`config.mk`:
```
export PLATFORM = sky130hd
export DESIGN_NAME = comparator
export DESIGN_NICKNAME = d
export VERILOG_FILES = /design/src/rtl/comparator.sv
export SDC_FILE = /design/constraint.sdc
export NUM_CORES = 1
export LEC_CHECK = 0
export BUFFER_PORTS_ARGS = -buffer_cell sky130_fd_sc_hd__clkbuf_2
export CORE_AREA = 8 8 45 47
export DETAILED_ROUTE_END_ITERATION = 10
export DIE_AREA = 0 0 53 55
export GPL_ROUTABILITY_DRIVEN = 0
export GPL_TIMING_DRIVEN = 1
export HOLD_SLACK_MARGIN = 0.05
export PLACE_DENSITY = 0.3
export SETUP_SLACK_MARGIN = 0.05
export SLEW_MARGIN = 20
export SYNTH_ARGS = -nofsm -noshare
export SYNTH_HDL_FRONTEND = slang
export SYNTH_SLANG_ARGS = --single-unit
```
`constraint.sdc`:
```
create_clock -name clk -period 0.9 [get_ports clk]
set_input_delay 0.045 -clock clk [delete_from_list [all_inputs] [get_ports clk]]
set_output_delay 0.045 -clock clk [all_outputs]
set_load 0.005 [all_outputs]
```
`src/rtl/comparator.sv`:
```
// Registered 2-bit unsigned magnitude comparator with one-hot X (A>B), Y (A==B), Z (A<B).
// Optional saturating equality counter eq_cnt is built only when COMPARATOR_STATS_EN is defined.
module comparator #(
    parameter int CNT_W = 8
) (
    input  logic             clk,
    input  logic             rst_n,
    input  logic             A1,
    input  logic             A0,
    input  logic             B1,
    input  logic             B0,
    output logic             X,
    output logic             Y,
    output logic             Z
`ifdef COMPARATOR_STATS_EN
    ,
    output logic [CNT_W-1:0] eq_cnt
`endif
);

    if (CNT_W < 1 || CNT_W > 32) begin : g_bad_cnt_w
        $error("comparator: CNT_W must be in 1..32");
    end

    logic [1:0] a_vec;
    logic [1:0] b_vec;
    logic [1:0] bit_gt;
    logic [1:0] bit_eq;
    logic       gt_next;
    logic       eq_next;
    logic       lt_next;

    assign a_vec = {A1, A0};
    assign b_vec = {B1, B0};

    for (genvar gi = 0; gi < 2; gi++) begin : g_bit
        assign bit_gt[gi] = a_vec[gi] & ~b_vec[gi];
        assign bit_eq[gi] = ~(a_vec[gi] ^ b_vec[gi]);
    end

    // MSB decides unless the MSBs match, then the LSB decides.
    always_comb begin
        gt_next = bit_gt[1] | (bit_eq[1] & bit_gt[0]);
        eq_next = &bit_eq;
        lt_next = ~gt_next & ~eq_next;
    end

    always_ff @(posedge clk or negedge rst_n) begin
        if (!rst_n) begin
            X <= 1'b0;
            Y <= 1'b0;
            Z <= 1'b0;
        end else begin
            X <= gt_next;
            Y <= eq_next;
            Z <= lt_next;
        end
    end

`ifdef COMPARATOR_STATS_EN
    // Counts on the same edge that loads Y, holding at all-ones instead of wrapping.
    always_ff @(posedge clk or negedge rst_n) begin
        if (!rst_n) begin
            eq_cnt <= '0;
        end else if (eq_next && (eq_cnt != {CNT_W{1'b1}})) begin
            eq_cnt <= eq_cnt + CNT_W'(1);
        end
    end
`endif

endmodule

```
**Word level (Yosys, flattened, before mapping)**

Index checks and enable logic that the tools add are counted.

- Register bits after elaboration: 3
- Input port bits: 6
- Output and inout port bits: 3
- Word-level logic and storage cells: 17

- Bitwise logic cells: 13
- Reduce and logical (&&, ||, !) cells: 1

Operators with widths:

| kind | count |
|---|---|
| inverter 1 bit | 6 |
| AND 1 bit | 4 |
| AND reduction 2 bit | 1 |
| bitwise XOR 1 bit | 2 |
| bitwise OR 1 bit | 1 |

**Longest topological paths before layout**

- Depth after elaboration: 6
- Mapped depth: 4
- Depth with buffers taken out: 4

**Worst setup path after synthesis**

Ideal clock, no wire load.

- Kind: input to register
- Start point: input port B1
- End point: register X
- Setup time: 0.119 ns
- Arrival time: 0.529 ns
- Data required time: 0.781 ns
- Slack: 0.253 ns
- Stages: 3
- Buffers on the path: 0
- Cell sequence: inv_1 -> ha_1 -> a21o_2

- Longest elaborated chain between the ends: 4
- Elaborated cells on any way between the ends: 6
- Those cells by class: bitwise: 6

Ends and longest elaborated chain:

| element | line | source |
|---|---|---|
| start: declaration | 10 | `input logic B1,` |
| bitwise XOR 1 bit | 38 | `assign bit_eq[gi] = ~(a_vec[gi] ^ b_vec[gi]);` |
| inverter 1 bit | 38 |  |
| AND 1 bit | 43 | `gt_next = bit_gt[1] \| (bit_eq[1] & bit_gt[0]);` |
| bitwise OR 1 bit (*) | 43 |  |
| net gt_next | 29 | `logic gt_next;` |
| end signal: assignment | 54 | `X <= gt_next;` |
| end: declaration | 12 | `output logic X,` |

Mark *: on every way through the listed nets, which the timed path passes. The rest lies on a longest branch.

**Final worst setup path**

- Start point: register X
- End point: output port X

No word-level cell between the ends.

==> out/results.tsv <==
metric	value	unit
status	finished clean	
area_growth	72.0	%
netlist_area	134	um2
min_path_type	input pin to async pin	
htreeDepth	1	
period_share	81.2	%
total_power	0.445	mW
avgSynthCellArea	12.2	um2
critical-path-max-stage-delay	0.35	ns
synthDistinctLibCells	7	
chipWidth	53	um
worstSetupPathType	flip-flop to output port	
cts_setup_buffers	0	
grt_max_degree	4	
io_pins	9	
ys_ff_latch	3	
critPathTopFamily	flip-flops	
final.setup.tns	0	ns
max_slew_margin	94.1	%
place_area	194	um2
crit_path_start_kind	flip-flop	
core-area	0.00138	mm2
fp.dieArea	0.00292	mm2
dr_total_vias	114	
antenna_found_initial	0	
first_pass_iters	1	
drc	0	
period_minus_slack	0.731	ns
postRouteWirelength	313	um
hold_viol	0	
vias_per_cell	2.85	
clock_path_buffers	2	
netlist_instances	11	
setup_viol	0	
p_leak	0.129	nW
p_per_area	1930	mW/mm2
maxSlewViolCount	0	
cts_inserted_buffers	3	
fillerInstances	151	
yosysSeqAreaShare	56.1	%
cp_max_fo	1	
cp_cell_sequence	clkbuf_2	
tightest_slew	0.0880	ns
grt_overflow	0	
clkTransAtPathRegs	0.04	ns
cts.sink_count	3	
routedWlPerCell	7.83	um
antenna_left	0	
die_h	55	um
rsz0062_at_grt	no	
fmax	1370	MHz
cts_root_buf	clkbuf_4	
endpoint_kind	output port	
drive_gt1_share	50.0	%
design_area	230	um2
crit_required	0.85	ns
antenna_cells	0	
arrival	0.69	ns
maxCapViolCount	0	
drt_iter0_markers	0	
grt_pass1_wl	572	um
worst_path_max_delay_cell	dfrtp_1	
rows	14	
cts_tree	built	
grt_pass1_vias	147	
cp_num_buf_inv	1	
port_buffers	8	
groute.usage.overall	3.01	%
synth_fp_nets	19	
vdd_drop_max	0.340	mV
initial_core_util	9.67	%
finalNetCount	33	
regArea	75.1	um2
yosys_warnings	0	
multiInputGateArea	51.3	um2
-- report_power, final --
group / total, mW / internal (mW) / switching [mW] / leakage (nW)
Clock: 0.232 / 0.166 / 0.0660 / 0.0150
Combinational: 0.0610 / 0.0352 / 0.0258 / 0.0774
Sequential: 0.152 / 0.149 / 0.00314 / 0.0369
Total: 0.445 / 0.350 / 0.0950 / 0.129
-- stage by stage --
step | setup WS, ns | hold WS, ns | std cells | utilization (%)
floorplan | 0.253 | -0.251 | 11 | -
global placement | 0.145 | -0.158 | 35 | 14.0
detailed placement | 0.136 | -0.156 | 35 | 14.0
finish | 0.169 | 0.142 | 40 | 16.6
global route | 0.135 | 0.148 | 40 | 16.6
CTS | 0.149 | 0.138 | 40 | 16.6
-- sequential cells by signal (all words and copies together), names as in the netlist --
name and count:
Z 1, Y 1, X 1
-- worst max-delay path by stage --
| stage | start | to | slack, ns | cells after the start |
|---|---|---|---|---|
| floorplan | B1 | X | 0.25 | 3 |
| global placement | B0 | Z | 0.15 | 5 |
| detailed placement | B0 | Z | 0.14 | 5 |
| CTS | Z | Z | 0.15 | 1 |
| global route | Z | Z | 0.13 | 1 |
| finish | X | X | 0.17 | 1 |
-- area by class of cell --
type / count / area share [%]
repair buffers: 9 / 21.7
multi-input cells: 6 / 22.3
well taps: 16 / 8.70
clock buffers: 4 / 11.4
inverters: 2 / 3.26
flip-flops and latches: 3 / 32.6
-- repair_timing --
| item | CTS | global route |
|---|---|---|
| hold endpoints to repair | 3 | 0 |
| resized for setup | 0 | 0 |
| hold buffers | 1 | 0 |
-- layout by cell type (no fill, tap or decap) --
master         Yosys  final
a21o_2             1      1
o21a_1             1      1
dfrtp_1            3      3
clkbuf_2           0      8
clkbuf_4           0      3
nor2_1             1      1
clkbuf_1           0      1
dlygate4sd3_1      0      1
ha_1               2      2
inv_1              2      2
and2_1             1      1
-- synth_stat cells --
| cell | instances | area share [%] |
|---|---|---|
| nor2_1 | 1 | 2.8 |
| ha_1 | 2 | 19 |
| o21a_1 | 1 | 5.6 |
| inv_1 | 2 | 5.6 |
| a21o_2 | 1 | 6.5 |
| and2_1 | 1 | 4.7 |
| dfrtp_1 | 3 | 56 |
-- logic make-up (layout without fill, tap and decap cells) --
family | Yosys count | in the layout | share of synthesized area (%)
buf+inv | 2 | 15 | 5.61
fa+ha+maj | 2 | 2 | 18.7
simple gates | 2 | 2 | 7.48
flops | 3 | 3 | 56.1
compound gates | 2 | 2 | 12.2
-- layer usage --
layer | wire length, um | track usage (%) | part of all wire (%)
met1 | 136 | 3.20 | 43
met2 | 94 | 2.54 | 30
met3 | 82 | 3.21 | 26
met4 | 0 | 3.88 | 0
met5 | 0 | 0 | 0
Note: power is estimated with default switching activity, not from simulation.
